$ cat src/rtl/apb_slave_mem_if.sv
// APB completer bus bundle for apb_slave_mem: select/enable/address/data from the
// master, ready/error/read data back from the completer.
interface apb_slave_mem_if;
  logic       PSEL;
  logic       PEN;
  logic       PWRITE;
  logic [8:0] PADDR;
  logic [7:0] PWDATA;
  logic       PREADY;
  logic       PSLVERR;
  logic [7:0] PRDATA;

  modport master (
    output PSEL, PEN, PWRITE, PADDR, PWDATA,
    input  PREADY, PSLVERR, PRDATA
  );

  modport slave (
    input  PSEL, PEN, PWRITE, PADDR, PWDATA,
    output PREADY, PSLVERR, PRDATA
  );
endinterface

$ cat src/rtl/apb_slave_mem.sv
// APB completer backed by a byte-wide register array, with parameterised wait
// states and error responses for out-of-range or read-only-region accesses.
module apb_slave_mem #(
  parameter int unsigned DEPTH       = 256,
  parameter int unsigned RO_BASE     = 256,
  parameter int unsigned WAIT_STATES = 0
) (
  input  logic            CLK,
  input  logic            RST_N,
  apb_slave_mem_if.slave  apb
);

  localparam int unsigned AW = (DEPTH > 1) ? $clog2(DEPTH) : 1;

  typedef enum logic {
    IDLE,
    ACCESS
  } state_t;

  state_t      state, state_next;
  logic [3:0]  wcnt, wcnt_next;
  logic        err, err_next;
  logic [7:0]  rdata, rdata_next;
  logic        ready;
  logic        mem_we;
  logic [7:0]  mem [DEPTH];

  logic [7:0]    addr;
  logic [AW-1:0] idx;
  logic          in_range;
  logic          read_only;
  logic          addr_err;
  logic          setup;
  logic [7:0]    mem_rd;
  logic          unused_paddr_msb;

  // Bit 8 selects between completers and is decoded upstream.
  assign unused_paddr_msb = apb.PADDR[8];

  assign addr      = apb.PADDR[7:0];
  assign idx       = addr[AW-1:0];
  assign in_range  = {1'b0, addr} < 9'(DEPTH);
  assign read_only = {1'b0, addr} >= 9'(RO_BASE);
  assign addr_err  = !in_range || (apb.PWRITE && read_only);
  assign setup     = apb.PSEL && !apb.PEN;
  assign mem_rd    = in_range ? mem[idx] : '0;

  always_ff @(posedge CLK or negedge RST_N) begin
    if (!RST_N) begin
      state <= IDLE;
      wcnt  <= '0;
      err   <= 1'b0;
      rdata <= '0;
    end else begin
      state <= state_next;
      wcnt  <= wcnt_next;
      err   <= err_next;
      rdata <= rdata_next;
    end
  end

  // A SETUP seen in either state reloads the wait count, error flag and read
  // data; in ACCESS this abandons the previous transfer without writing.
  always_comb begin
    state_next = state;
    wcnt_next  = wcnt;
    err_next   = err;
    rdata_next = rdata;
    ready      = 1'b0;
    mem_we     = 1'b0;
    case (state)
      IDLE: begin
        if (setup) begin
          state_next = ACCESS;
          wcnt_next  = 4'(WAIT_STATES);
          err_next   = addr_err;
          rdata_next = (!apb.PWRITE && !addr_err) ? mem_rd : '0;
        end
      end
      ACCESS: begin
        if (!apb.PSEL) begin
          state_next = IDLE;
        end else if (!apb.PEN) begin
          wcnt_next  = 4'(WAIT_STATES);
          err_next   = addr_err;
          rdata_next = (!apb.PWRITE && !addr_err) ? mem_rd : '0;
        end else if (wcnt != '0) begin
          wcnt_next = wcnt - 4'd1;
        end else begin
          ready      = 1'b1;
          mem_we     = apb.PWRITE && !err;
          state_next = IDLE;
        end
      end
    endcase
  end

  for (genvar g = 0; g < DEPTH; g++) begin : g_mem
    always_ff @(posedge CLK or negedge RST_N) begin
      if (!RST_N) begin
        mem[g] <= '0;
      end else if (mem_we && idx == AW'(g)) begin
        mem[g] <= apb.PWDATA;
      end
    end
  end

  assign apb.PREADY  = ready;
  assign apb.PSLVERR = ready && err;
  assign apb.PRDATA  = rdata;

endmodule

$ cat src/flat_wrapper.sv
// flat-port wrapper written by rule: the top's interface ports become plain ports
module apb_slave_mem_flat 
#(
  parameter int unsigned DEPTH       = 256,
  parameter int unsigned RO_BASE     = 256,
  parameter int unsigned WAIT_STATES = 0
)
  (CLK, RST_N, apb_PSEL, apb_PEN, apb_PWRITE, apb_PADDR, apb_PWDATA, apb_PREADY, apb_PSLVERR, apb_PRDATA);
  apb_slave_mem_if apb_i ();
  input  logic CLK;
  input  logic RST_N;
  input wire logic [$bits(apb_i.PSEL)-1:0] apb_PSEL;
  input wire logic [$bits(apb_i.PEN)-1:0] apb_PEN;
  input wire logic [$bits(apb_i.PWRITE)-1:0] apb_PWRITE;
  input wire logic [$bits(apb_i.PADDR)-1:0] apb_PADDR;
  input wire logic [$bits(apb_i.PWDATA)-1:0] apb_PWDATA;
  output wire logic [$bits(apb_i.PREADY)-1:0] apb_PREADY;
  output wire logic [$bits(apb_i.PSLVERR)-1:0] apb_PSLVERR;
  output wire logic [$bits(apb_i.PRDATA)-1:0] apb_PRDATA;
  assign apb_i.PSEL = apb_PSEL;
  assign apb_i.PEN = apb_PEN;
  assign apb_i.PWRITE = apb_PWRITE;
  assign apb_i.PADDR = apb_PADDR;
  assign apb_i.PWDATA = apb_PWDATA;
  assign apb_PREADY = apb_i.PREADY;
  assign apb_PSLVERR = apb_i.PSLVERR;
  assign apb_PRDATA = apb_i.PRDATA;
  apb_slave_mem #(.DEPTH(DEPTH), .RO_BASE(RO_BASE), .WAIT_STATES(WAIT_STATES)) u_core (.CLK(CLK), .RST_N(RST_N), .apb(apb_i));
endmodule
$ cat config.mk
export PLATFORM = sky130hd
export DESIGN_NAME = apb_slave_mem_flat
export DESIGN_NICKNAME = d
export VERILOG_FILES = /design/src/rtl/apb_slave_mem_if.sv /design/src/rtl/apb_slave_mem.sv /design/src/flat_wrapper.sv
export SDC_FILE = /design/constraint.sdc
export NUM_CORES = 2
export LEC_CHECK = 0
export ABC_AREA = 1
export CAP_MARGIN = 0
export CORE_MARGIN = 1
export CORE_UTILIZATION = 64
export DETAILED_ROUTE_END_ITERATION = 10
export PLACE_DENSITY = 0.8
export SETUP_SLACK_MARGIN = 0.05
export SLEW_MARGIN = 20
export SYNTH_ARGS = -nofsm -noshare
export SYNTH_HDL_FRONTEND = slang
export SYNTH_SLANG_ARGS = --single-unit
$ cat constraint.sdc
create_clock -name CLK -period 2.5 [get_ports CLK]
set_clock_uncertainty 0.05 [all_clocks]
set_input_delay 0.5 -clock CLK [delete_from_list [all_inputs] [get_ports CLK]]
set_output_delay 0.5 -clock CLK [all_outputs]
set_load 0.02 [all_outputs]
-- Yosys cells after proc, flatten, opt, wreduce, memory -nomap -nowiden
Index checks and enable logic that the tools add are counted.
- bits in registers: 2062
- output and inout port bits: 10
- logic and storage cells: 818
- $add $sub $neg: 1
- $lt $le $gt $ge: 1
- eq/ne operators: 259
- mux-type cells: 30
- bitwise operators: 2
- reduce and logical (&&, ||, !) cells: 265
- operators with widths (kind ; count):
    $eq 8x8->1 const B ; 128
    $eq 8x7->1 const B ; 64
    $logic_and 1x1->1 ; 259
    $eq 8x6->1 const B ; 32
    $eq 8x5->1 const B ; 16
    $bmux 8 s8 ; 1
    $eq 8x4->1 const B ; 8
    $mux 8 ; 6
    $eq 8x3->1 const B ; 4
    $eq 8x2->1 const B ; 2
    $mux 4 ; 4
    $pmux 8 s2 ; 1
    $mux 1 ; 15
    $ge 9x9->1 const B ; 1
    $not 8->9 ; 1
    $eq 8x1->1 const B ; 1
    $logic_not 8->1 ; 1
    $pmux 4 s2 ; 1
    $reduce_and 3->1 ; 2
    $ne 2x2->1 const B ; 2
    $pmux 1 s2 ; 2
    $reduce_bool 4->1 ; 1
    $sub 4x1->4 const B ; 1
    $ne 3x3->1 const B ; 1
    3 further kinds ; 4

-- Logic depth before layout (Yosys ltp)
- depth after elaboration: 8
- gate-level depth with buffers: 17
- gate-level depth less buffers: 15

-- Least setup slack after synthesis
OpenSTA, ideal clock, no wires.
- path type: reg-to-reg
- start point: reg u_core.wcnt[0]
- end point: reg u_core.mem[199] in the netlist's numbering
- arrival: 2.139 ns
- slack: 0.178 ns
- cell stages (with the launch flop): 14
- period minus slack after synthesis: 2.322 ns
- path through: dfrtp_1 -> inv_1 -> ha_1 -> nand3_2 -> nor2_2 -> nand2_4 -> clkinv_2 -> nand3_4 -> nor2_4 -> buf_4 -> nand2_1 -> buf_2 -> nand2_1 -> o21ai_0
- word-level cells in the longest chain between the ends: 6
- RTL lines (what ; RTL line ; source):
    start: declaration ; apb_slave_mem.sv:21 ; logic [3:0] wcnt, wcnt_next;
    start signal: assignment ; apb_slave_mem.sv:56 ; wcnt <= wcnt_next;
    $reduce_bool 4->1 ; apb_slave_mem.sv:87 ; end else if (wcnt != '0) begin
    $mux 1 ; apb_slave_mem.sv:87 ;
    $mux 1 ; apb_slave_mem.sv:83 ; end else if (!apb.PEN) begin
    $mux 1 ; apb_slave_mem.sv:81 ; if (!apb.PSEL) begin
    $mux 1 ; apb_slave_mem.sv:71 ; case (state)
    $logic_and 1x1->1 ; apb_slave_mem.sv:102 ; end else if (mem_we && idx == AW'(g)) begin
    end signal: indexed assignment ; apb_slave_mem.sv:103 ; mem[g] <= apb.PWDATA;
    end: declaration ; apb_slave_mem.sv:26 ; logic [7:0] mem [DEPTH];
No other way between the ends.
A chain may end at the register's enable or synchronous reset.

-- Final worst setup path
- start point: in apb_PADDR[2]
- end point: reg u_core.rdata[3] (netlist: u_core.apb.PRDATA[3])
- word-level cells in the longest chain between the ends: 8
- elaborated cells between the ends (all ways): 9
- those cells by class: mux (8); bitwise (1)
- RTL lines (what ; RTL line ; source):
    start: declaration ; flat_wrapper.sv:15 ; input wire logic [$bits(apb_i.PADDR)-1:0] apb_PADDR;
    $not 8->9 (implied by the code) (*) ; apb_slave_mem.sv:46 ; assign mem_rd = in_range ? mem[idx] : '0;
    $bmux 8 s8 (*) ; apb_slave_mem.sv:46 ;
    $mux 8 (implied by the code) (*) (2 in series) ; apb_slave_mem.sv:46 ;
    $mux 8 (*) ; apb_slave_mem.sv:77, apb_slave_mem.sv:86 ;
    $mux 8 ; apb_slave_mem.sv:83 ;
    $mux 8 ; apb_slave_mem.sv:81 ;
    $pmux 8 s2 (*) ; apb_slave_mem.sv:71 ;
    end signal: assignment ; apb_slave_mem.sv:58 ; rdata <= rdata_next;
    end: declaration ; apb_slave_mem.sv:23 ; logic [7:0] rdata, rdata_next;
Every way passes the cells marked *; elsewhere a longest branch is shown, timed or not. The select of a mux whose other input is x is not followed.

==> results.cfg <==
[logic_synthesis]
synth-simple-area-share_pct = 30.0
ys_ff_latch = 2061
synth_top_family_by_area = simple AND/OR/NAND/NOR gates
syn_area_per_cell_sq_um = 7.62
syn_area_sq_mm = 0.0949
synth_compound_area_share_pct = 11.5
synthDistinctLibCells = 28
synthXorXnorAreaFrac_pct = 0
synth.top_cell.area_share_pct = 54.3
yosys-top-cells-area = dfrtp_1, nand2_1, o21ai_0
synth_area_leader_cell = dfrtp_1
synth_mux_area_share_pct = 0
yosysWarnings = 0
synth_nets = 12500
synth_cells = 12400
synthAdderAreaFrac_pct = 0.0132
synth_seq_area_share_pct = 54.3

[floorplanning]
placeableCoreArea_sq_mm = 0.146
ios = 32
fp-row-count = 140
die_h_microns = 387
die-area_sq_mm = 0.150
start_util_pct = 64.8
die_w_microns = 387

[timing]
period_share_pct = 99.5
setup_viol = 0
grt_setup_unrepaired = yes
worstMarginPinSlew_ps = 974
fmax_ghz = 0.402
drv_slew = 0
finalCriticalPeriod_ps = 2490
relSlewSlack_pct = 35.0
finalHoldViolCount = 0

[cts]
clkLatencyLatePin_ps = 830
cts_root_buf = clkbuf_16
ctsHtreeMaxLevel = 4
cts_buffers = 206
cts_tree = done
cts_sinks = 2061
cts.clk_slew.worst_paths_ps = 60
cts_buffer_depth = 3

[place]
dp_cells = 14200
gp_congestion = 0.972
dp_hpwl_mm = 190
port_buffers = 29

[layout]
final_util_pct = 75.6
nets = 12600
drive_gt1_share_pct = 9.99
area_growth_pct = 16.7
stdcell_count = 14600

[detailed_routing]
wl_mm = 303
wl_per_cell_microns = 20.7
drtIter0Drc = 12300
dr.pass1.iters = 7
vias_per_cell = 6.11
antenna_left = 0
vias = 89400
drc = 0

[setup_path]
rr_startpoint = u_core.wcnt[0]
critPathLaunchType = input port
slowest_stage = o21ai_0
crit_buf_inv = 5
crit_chain = clkdlybuf4s50_1 -> inv_1 -> nor2_4 -> buf_12 -> buf_12 -> clkbuf_16 -> nand2_1 -> nand2_1 -> o21ai_0 -> nand2_1 -> nor2_1 -> nor2_1 -> nor2_1 -> nand2_1 -> nand2_1 -> nand2_1
cp_common_cell = nand2_1
startpoint = apb_PADDR[2]
cp-end-kind = register
reg2regPathDepth = 15
endpoint = u_core.apb.PRDATA[3]
max_stage_delay_ps = 570
r2r_slack_ps = 80
reg2reg_to = u_core.mem[112]
cp.arrival_ps = 3150
crit_required_ps = 3170
cp_max_fo = 15
cp.depth = 16
cpLargestDelayFamily = buffers and inverters
critPathKind = in2reg

[power]
ir_drop_mv = 0.817
power_density_mw_per_mm2 = 638
p_leak_uw = 0.0549

[outcome]
run_status = completed

[grt]
grt_antenna_before_repair = 10
gr-total-overflow = 0
grt_pass1_vias = 85600
grt_start_max_net_pins = 156
grt_usage_pct = 40.0
grt_first_pass_wirelength_mm = 473

[flow_run]
maxCapViolCount = 0

[min_path]
hold_path.class = in2async
repair_timing:
action	in CTS	in global routing
endpoints found under the hold margin	446	0
hold buffers	1	0
setup buffers	1	13
cloned	0	14
pin swaps	3	5
setup endpoints to repair	37	632
resized for setup	36	129
cells by family after synthesis:
kind of cell / Yosys count
and+or+nand+nor: 7234
other: 1
buffers and inverters: 972
DFF: 2061
AOI/OAI and AO/OA: 2180
adders and majority gates: 1
Yosys cell counts (all sizes together):
cell type / n
clkinv: 1
nand3: 565
nor2: 122
buf: 216
clkbuf: 721
o32ai: 1
o21ai: 2178
dfrtp: 2061
a21oi: 1
nand4: 130
inv: 34
conb: 1
ha: 1
nor3: 6
nand2: 6411
report_power, final:
part           switching (uW)  internal, uW  total, uW
Clock                   13400         19000      32400
Sequential                135         33600      33700
Combinational            3300          1170       4470
Total                   16800         53800      70600
cell type report:
| type | count | area [sq um] |
|---|---|---|
| tap | 1917 | 2400 |
| inverter | 35 | 219 |
| fill | 10300 | 35700 |
| multi-input combinational | 9421 | 39800 |
| sequential | 2061 | 51600 |
| timing repair buffer | 842 | 9640 |
| antenna | 4 | 10.0 |
| clock inverter | 73 | 1070 |
| clock buffer | 293 | 6010 |
worst reg2reg max path, cell delays in order (launching register included):
cell,delay [ps]
dfrtp_1,370
inv_2,100
ha_4,160
nand3_4,100
nor2_4,150
buf_8,150
nand2_8,80
inv_8,70
nand3_4,150
nor2_4,150
buf_12,140
buf_12,160
buf_16,200
nand2_8,100
nand2_1,80
o21ai_0,90
through the flow:
step           worst slack [ps]  setup TNS, ps  area [sq um]  hold slack, ps  total power, uW
2_1_floorplan               178              0         94900             154            36000
3_3_place_gp              -1020        -526280        103000             325            38500
3_5_place_dp               -991        -620690        103000             326            38600
4_1_cts                    26.8              0        110000             117            70600
5_1_grt                   -37.2          -40.2        111000             133            72300
6_report                   12.8              0        111000             141            70600
per-layer routing:
metal  up-vias  part of all wire [%]  GRT usage (%)
met5         -                 0.034              0
met4        14                   5.5           21.1
met3      1060                    12           9.17
met2      5671                    45           61.4
met1     42600                    38           53.3
li1      40100                     -              -
sequential cells by signal (all words and copies together), names as in the netlist:
register	count
u_core.mem	2048
u_core.wcnt	4
u_core.apb.PRDATA	8
u_core.state	1
worst min-delay path by stage:
stage                            to  slack (ps)   from  cells after the start
3_3_place_gp       u_core.mem[1483]         320  RST_N                      1
5_1_grt            u_core.mem[1979]         130  RST_N                      2
4_1_cts            u_core.mem[1475]         120  RST_N                      2
2_1_floorplan  u_core.apb.PRDATA[0]         150  RST_N                      0
6_report           u_core.mem[1979]         140  RST_N                      2
3_5_place_dp       u_core.mem[1475]         330  RST_N                      1
layout by cell type, fill, tap and decap left out, types with 11 or more instances in the layout:
master              n
nand4_1           130
clkinv_2           29
inv_8              11
nand3_1           563
clkbuf_1           40
dfrtp_1          2054
nand2_2            34
nor2_4             32
buf_12            238
inv_1              18
o21ai_1            56
bufinv_16          23
o21ai_0          2118
nand2_4            18
clkbuf_8           42
nor2_1             87
nand2_1          6357
clkdlybuf4s50_1    16
clkbuf_16         216
buf_6              36
buf_4             527
(Power assumes the default switching activity.)
